<file path="config.mk">
export PLATFORM = sky130hd
export DESIGN_NAME = switch_pulse_monitor_flat
export DESIGN_NICKNAME = d
export VERILOG_FILES = /design/src/rtl/switch_pulse_monitor_if.sv /design/src/rtl/switch_pulse_monitor.sv /design/src/flat_wrapper.sv
export SDC_FILE = /design/constraint.sdc
export NUM_CORES = 1
export LEC_CHECK = 0
export CAP_MARGIN = 20
export CORE_ASPECT_RATIO = 0.8
export CORE_MARGIN = 4
export CORE_UTILIZATION = 55
export CTS_BUF_LIST = sky130_fd_sc_hd__clkbuf_4 sky130_fd_sc_hd__clkbuf_8 sky130_fd_sc_hd__clkbuf_16
export CTS_CLUSTER_SIZE = 24
export DETAILED_ROUTE_END_ITERATION = 16
export PLACE_DENSITY = 0.84
export REMOVE_ABC_BUFFERS = 1
export SYNTH_ARGS = -nofsm -noshare
export SYNTH_HDL_FRONTEND = slang
export SYNTH_SLANG_ARGS = --single-unit
</file>
<file path="constraint.sdc">
create_clock -name clk -period 2.93 [get_ports clk]
set_input_delay 0.586 -clock clk [delete_from_list [all_inputs] [get_ports clk]]
set_output_delay 0.586 -clock clk [all_outputs]
set_load 0.01 [all_outputs]
</file>
<file path="src/rtl/switch_pulse_monitor_if.sv">
// switch_pulse_monitor_if: control, limit and result signals of the pulse monitor
interface switch_pulse_monitor_if #(parameter int N = 4);
    logic         en;
    logic         pulse_in;
    logic [N-1:0] min_width;
    logic [N-1:0] max_width;
    logic [N-1:0] width;
    logic [N-1:0] period;
    logic         valid;
    logic         err_short;
    logic         err_long;
    logic         overflow;
    modport master (
        output en, pulse_in, min_width, max_width,
        input  width, period, valid, err_short, err_long, overflow
    );
    modport slave (
        input  en, pulse_in, min_width, max_width,
        output width, period, valid, err_short, err_long, overflow
    );
endinterface

</file>
<file path="src/rtl/switch_pulse_monitor.sv">
// switch_pulse_monitor: measures high width and period of a looped-back switch pulse and checks width limits
module switch_pulse_monitor #(
    parameter int N           = 4,
    parameter int SYNC_STAGES = 2
) (
    input logic                  clk,
    input logic                  reset,
    switch_pulse_monitor_if.slave bus
);
    typedef enum logic [1:0] {IDLE, HIGH, LOW} state_t;
    localparam logic [N-1:0] ONE = {{(N-1){1'b0}}, 1'b1};
    state_t                 state;
    logic [SYNC_STAGES-1:0] sync;
    logic                   s_d;
    logic [N-1:0]           w_cnt, p_cnt, width_lat;
    logic                   ovf;
    logic                   s, rise, w_max, p_max;
    logic [N-1:0]           w_sat, p_sat;
    assign s     = sync[SYNC_STAGES-1];
    assign rise  = s & ~s_d;
    assign w_max = &w_cnt;
    assign p_max = &p_cnt;
    assign w_sat = w_max ? w_cnt : w_cnt + ONE;
    assign p_sat = p_max ? p_cnt : p_cnt + ONE;
    // Synchroniser chain and one-cycle delayed copy for edge detection; runs regardless of en
    always_ff @(posedge clk) begin
        if (reset) begin
            sync <= '0;
            s_d  <= 1'b0;
        end else begin
            sync <= {sync[SYNC_STAGES-2:0], bus.pulse_in};
            s_d  <= s;
        end
    end
    // Measurement FSM: counters run rise-to-rise, results and flags publish on the closing rise
    always_ff @(posedge clk) begin
        if (reset) begin
            state         <= IDLE;
            w_cnt         <= '0;
            p_cnt         <= '0;
            width_lat     <= '0;
            ovf           <= 1'b0;
            bus.width     <= '0;
            bus.period    <= '0;
            bus.valid     <= 1'b0;
            bus.err_short <= 1'b0;
            bus.err_long  <= 1'b0;
            bus.overflow  <= 1'b0;
        end else begin
            bus.valid     <= 1'b0;
            bus.err_short <= 1'b0;
            bus.err_long  <= 1'b0;
            bus.overflow  <= 1'b0;
            if (!bus.en) begin
                state     <= IDLE;
                w_cnt     <= '0;
                p_cnt     <= '0;
                width_lat <= '0;
                ovf       <= 1'b0;
            end else begin
                case (state)
                    IDLE: if (rise) begin
                        w_cnt <= ONE;
                        p_cnt <= ONE;
                        ovf   <= 1'b0;
                        state <= HIGH;
                    end
                    HIGH: if (s) begin
                        w_cnt <= w_sat;
                        p_cnt <= p_sat;
                        ovf   <= ovf | w_max | p_max;
                    end else begin
                        width_lat <= w_cnt;
                        p_cnt     <= p_sat;
                        ovf       <= ovf | p_max;
                        state     <= LOW;
                    end
                    LOW: if (rise) begin
                        bus.width     <= width_lat;
                        bus.period    <= p_cnt;
                        bus.err_short <= width_lat < bus.min_width;
                        bus.err_long  <= width_lat > bus.max_width;
                        bus.overflow  <= ovf;
                        bus.valid     <= 1'b1;
                        w_cnt         <= ONE;
                        p_cnt         <= ONE;
                        ovf           <= 1'b0;
                        state         <= HIGH;
                    end else begin
                        p_cnt <= p_sat;
                        ovf   <= ovf | p_max;
                    end
                    default: state <= IDLE;
                endcase
            end
        end
    end
endmodule

</file>
<file path="src/flat_wrapper.sv">
// flat-port wrapper written by rule: the top's interface ports become plain ports
module switch_pulse_monitor_flat 
#(
    parameter int N           = 4,
    parameter int SYNC_STAGES = 2
)
  (clk, reset, bus_en, bus_pulse_in, bus_min_width, bus_max_width, bus_width, bus_period, bus_valid, bus_err_short, bus_err_long, bus_overflow);
  switch_pulse_monitor_if #(.N(N)) bus_i ();
  input logic clk;
  input logic reset;
  input wire logic [$bits(bus_i.en)-1:0] bus_en;
  input wire logic [$bits(bus_i.pulse_in)-1:0] bus_pulse_in;
  input wire logic [$bits(bus_i.min_width)-1:0] bus_min_width;
  input wire logic [$bits(bus_i.max_width)-1:0] bus_max_width;
  output wire logic [$bits(bus_i.width)-1:0] bus_width;
  output wire logic [$bits(bus_i.period)-1:0] bus_period;
  output wire logic [$bits(bus_i.valid)-1:0] bus_valid;
  output wire logic [$bits(bus_i.err_short)-1:0] bus_err_short;
  output wire logic [$bits(bus_i.err_long)-1:0] bus_err_long;
  output wire logic [$bits(bus_i.overflow)-1:0] bus_overflow;
  assign bus_i.en = bus_en;
  assign bus_i.pulse_in = bus_pulse_in;
  assign bus_i.min_width = bus_min_width;
  assign bus_i.max_width = bus_max_width;
  assign bus_width = bus_i.width;
  assign bus_period = bus_i.period;
  assign bus_valid = bus_i.valid;
  assign bus_err_short = bus_i.err_short;
  assign bus_err_long = bus_i.err_long;
  assign bus_overflow = bus_i.overflow;
  switch_pulse_monitor #(.N(N), .SYNC_STAGES(SYNC_STAGES)) u_core (.clk(clk), .reset(reset), .bus(bus_i));
endmodule
</file>
# Word level (Yosys, flattened, before mapping)

Index checks and enable logic that the tools add are counted.
W data, S select, Z words.

Add/sub/neg operators: 2
$lt $le $gt $ge: 2
Equal/unequal tests: 7
Mux-type cells: 15
Bitwise gates (word level): 9
Reduce and logical (&&, ||, !) cells: 14

Operators by type and width:

| operator              | number |
|---|---|
| $mux W4               | 5 |
| $pmux W4 S3           | 1 |
| $reduce_and A4 Y1     | 3 |
| $add A4 B1 Y4 const B | 2 |
| $pmux W4 S2           | 1 |
| $ne A2 B1 Y1 const B  | 3 |
| $reduce_and A2 Y1     | 3 |
| $not A1 Y1            | 5 |
| $gt A4 B4 Y1          | 1 |
| $lt A4 B4 Y1          | 1 |
| $mux W1               | 4 |
| $mux W2               | 2 |
| $ne A2 B2 Y1 const B  | 2 |
| $pmux W2 S2           | 1 |
| $reduce_or A2 Y1      | 2 |
| $reduce_or A4 Y1      | 1 |
| $or A1 B1 Y1          | 3 |
| $pmux W1 S3           | 1 |
| $reduce_and A3 Y1     | 1 |
| $reduce_bool A3 Y1    | 1 |
| $reduce_or A3 Y1      | 1 |
| $eq A2 B1 Y1 const B  | 1 |
| $eq A2 B2 Y1 const B  | 1 |
| $logic_not A2 Y1      | 1 |
| other kinds (2)       | 2 |

Register bits: 30
Input bits: 12
Output and inout bits: 12
Logic and storage cells: 62

# Depth between registers and ports, before layout

Depth in word-level cells: 5
Gate-level depth with buffers: 7
Mapped depth without buffers: 6

# Worst setup path before layout

No wires, ideal clock.

Path type: flip-flop to flip-flop
From: reg u_core.state[1]
To: reg u_core.w_cnt[3]
Library setup time: 0.074 ns
Arrival time: 1.702 ns
Required time: 2.856 ns
Slack: 1.153 ns
Stages on the path, launching flop included: 8
Path buffers: 1
Period minus slack after synthesis: 1.777 ns
Cell sequence: dfxtp_1 inv_1 ha_1 nor2b_1 buf_6 a2bb2oi_2 or4_1 a31oi_1

Cells in the longest elaborated chain, start to end: 4
Elaborated cells between the ends (all ways): 10
Those cells by class: eq/ne (5); mux (1); reduce/logical (4)

Ends and longest elaborated chain:

| element                                                             | line                       | RTL |
|---|---|---|
| start, declared                                                     | switch_pulse_monitor.sv:12 | `state_t state;` |
| start signal, assigned                                              | switch_pulse_monitor.sv:38 | `state <= IDLE;` |
| start signal, assigned                                              | switch_pulse_monitor.sv:55 | `state <= IDLE;` |
| start signal, assigned                                              | switch_pulse_monitor.sv:66 | `state <= HIGH;` |
| $eq A2 B2 Y1 or $logic_not A2 Y1 (tied branches)                    | switch_pulse_monitor.sv:61 | `case (state)` |
| $reduce_or A2 Y1 (no source line)                                   | --                         |  |
| $ne A2 B1 Y1 (no source line) or $reduce_bool A2 Y1 (tied branches) | --                         |  |
| $reduce_and A4 Y1 (no source line)                                  | --                         |  |
| end signal, assigned                                                | switch_pulse_monitor.sv:69 | `w_cnt <= w_sat;` |
| end, declared                                                       | switch_pulse_monitor.sv:15 | `logic [N-1:0] w_cnt, p_cnt, width_lat;` |

Parallel ways exist; a longest one is shown, timed or not.
A chain may end at the register's enable or synchronous reset.

# Worst setup path after layout

Same ends and word-level chain as after synthesis.

==> impl_metrics.env <==
export IMPL_yosysTopAreaCellShare_pct=39.6
export IMPL_overflow=0
export IMPL_core_area_sq_um=2540
export IMPL_synthTopCellsByArea="dfxtp_1 (40%), ha_1 (11%), nand2_1 (6.4%)"
export IMPL_synth_common_cells="dfxtp_1 (30), nand2_1 (26), a21oi_1 (17)"
export IMPL_grt_use_total_pct=21.7
export IMPL_hold_slack_ns=0.441
export IMPL_setup_viol=0
export IMPL_final_setup_worst_slack_ns=0.933
export IMPL_stdcell_count=240
export IMPL_cts_setup_buffers=0
export IMPL_worst_pin_slew_ns=0.560
export IMPL_clkSinkCount=30
export IMPL_ctsResizeCount=0
export IMPL_fin_setup_tns_ns=0
export IMPL_cts_hold_buf=0
export IMPL_timing_final_hold_violations=0
export IMPL_via_count=1404
export IMPL_ys_dominant_reg_cell="dfxtp_1"
export IMPL_numCtsBuffers=5
export IMPL_clock_skew_ns=0.0112
export IMPL_place_congestion=0.835
export IMPL_layout_drive_gt1_share_pct=6.37
export IMPL_dp_cells=232
export IMPL_antenna_found_initial=0
export IMPL_drv_slew=0
export IMPL_hold_path_class="register to register"
export IMPL_htreeDepth=2
export IMPL_synth_warnings=0
export IMPL_drc_errors=0
export IMPL_rows=16
export IMPL_yosysUniqueCellTypes=40
export IMPL_dp_slack_ns=0.730
export IMPL_via_per_inst=5.85
export IMPL_die_height_um=54.9
export IMPL_drv_cap=0
export IMPL_post_route_period_util_pct=68.2
export IMPL_synth_seq_cells=30
export IMPL_cts_tree="yes"
export IMPL_cp_max_fo=8
export IMPL_ios=24
export IMPL_startpoint_type="register"
export IMPL_drt_iter0_drc=52
export IMPL_total_power_w=0.000798
export IMPL_dp_final_hpwl_um=2610
export IMPL_cp_required_ns=3.19
export IMPL_fillerInstances=196
export IMPL_port_buffers=23
export IMPL_cp_end_kind="register"
export IMPL_worstSetupPathType="register to register"
export IMPL_area_growth_syn_to_layout_pct=21.8
export IMPL_syn_area_per_cell_sq_um=8.56
export IMPL_p_leak_nw=0.745
export IMPL_drt_wl_total_um=3600
export IMPL_grt_start_max_net_pins=15
export IMPL_synth_most_common_cell="dfxtp_1"
export IMPL_timing_fmax_ghz=0.501
export IMPL_path_clk_slew_ns=0.10
export IMPL_netlist_area_sq_um=1520
export IMPL_nNetsFinal=228
export IMPL_p_per_area_nw_per_um2=432
export IMPL_crit_arrival_ns=2.26
export IMPL_die_w_um=66.7
export IMPL_antenna_left=0
export IMPL_clk_latency_ns=0.33
export IMPL_cts_root_buf="clkbuf_4"
export IMPL_n_antenna_cell=0
export IMPL_clockBufferDepth=2
export IMPL_period_minus_slack_ns=2.00
export IMPL_netlist_instances=177
export IMPL_relSlewSlack_pct=62.6
export IMPL_initial_core_util_pct=59.6
export IMPL_die_area_sq_um=3660
export IMPL_ys_seq_area_share_pct=39.6
export IMPL_async_reset_ff_share_pct=0
export IMPL_status="finished clean"
export IMPL_ir_worst_vdd_mv=0.352
export IMPL_rsz0062_at_grt="false"
export IMPL_yosysTopAreaCell="dfxtp_1"
export IMPL_synth_edf_count=0
export IMPL_grt_pass1_vias=1304
export IMPL_grt_pass1_wl_um=5790
export IMPL_wl_per_cell_um=15.0
export IMPL_drtPass1Iterations=4
state kept, by name (all words and copies together) (netlist names), 2 cells and up:
| name | flops |
|---|---|
| u_core.width_lat | 4 |
| u_core.p_cnt | 4 |
| u_core.bus.width | 4 |
| u_core.sync | 2 |
| u_core.state | 2 |
| u_core.bus.period | 4 |
| u_core.w_cnt | 4 |
cells in the final DEF, fill, tap and decap left out, types with 3 or more instances in the layout:
master and instances:
clkbuf_4 5, nand2_1 26, a21o_1 3, nor3_1 3, o21ai_0 4, nand4_1 4, clkdlybuf4s50_1 23, nor2_1 6
ha_1 13, o21ai_1 4, inv_1 9, nor2b_1 8, a31oi_1 6, nand3_1 4, dfxtp_1 30, and3_1 3
o21a_1 3, a21oi_1 17, nand2b_1 5
logic make-up after synthesis:
kind of cell / after synthesis / synth area share [%]
adder cells (fa/ha/maj): 13 / 10.7
AND/OR/NAND/NOR: 68 / 23.0
XOR/XNOR: 1 / 0.578
flip-flops: 30 / 39.6
AO/OA/AOI/OAI: 48 / 20.1
multiplexers: 2 / 1.40
buffers and inverters: 15 / 4.46
report_power, final:
group          switching, W  leakage, nW  internal [W]
sequential       0.00000346        0.242      0.000410
clock              0.000149       0.0450      0.000177
combinational     0.0000291        0.458     0.0000291
path summary, 6_finish.rpt:
path / start / cells after the start / endpoint / slack [ns]
setup reg to reg: u_core.state[1]$_SDFFE_PP0P_ / 6 / u_core.w_cnt[3]$_SDFFE_PP0P_ / 0.93
setup / recovery: u_core.state[1]$_SDFFE_PP0P_ / 6 / u_core.w_cnt[3]$_SDFFE_PP0P_ / 0.93
hold / removal: u_core.sync[0]$_SDFF_PP0_ / 1 / u_core.sync[1]$_SDFF_PP0_ / 0.44
hold reg to reg: u_core.sync[0]$_SDFF_PP0_ / 1 / u_core.sync[1]$_SDFF_PP0_ / 0.44
routing by layer:
metal | track usage [%] | up-vias | share of wire (%) | wire length, um
met3 | 7.47 | 7 | 6.7 | 242
met5 | 0 | - | 0 | 0
met1 | 25.4 | 660 | 44 | 1580
met2 | 37.3 | 46 | 48 | 1740
met4 | 8.11 | 0 | 1.2 | 44
li1 | - | 691 | - | -
worst max-delay path, cell delays in order, from the launching register on:
cell	delay, ns
dfxtp_1	0.41
inv_1	0.12
ha_1	0.30
nor2b_1	0.25
a2bb2oi_2	0.19
or4_1	0.49
a31oi_1	0.16
per-stage QoR:
step,area [sq um],utilization [%]
floorplan,1490,-
global placement,1770,69.5
detailed placement,1770,69.5
CTS,1850,72.6
global route,1850,72.6
finish,1850,72.6
area by class of cell:
| cell class | instances | area [sq um] | share of cell area (%) |
|---|---|---|---|
| Clock buffer | 5 | 37.5 | 2.03 |
| Clock inverter | 3 | 40.0 | 2.17 |
| Inverter | 10 | 37.5 | 2.03 |
| Multi-Input combinational cell | 132 | 847 | 45.9 |
| Sequential cell | 30 | 601 | 32.5 |
| Tap cell | 36 | 45.0 | 2.44 |
| Timing Repair Buffer | 24 | 238 | 12.9 |
(Power assumes the default switching activity.)
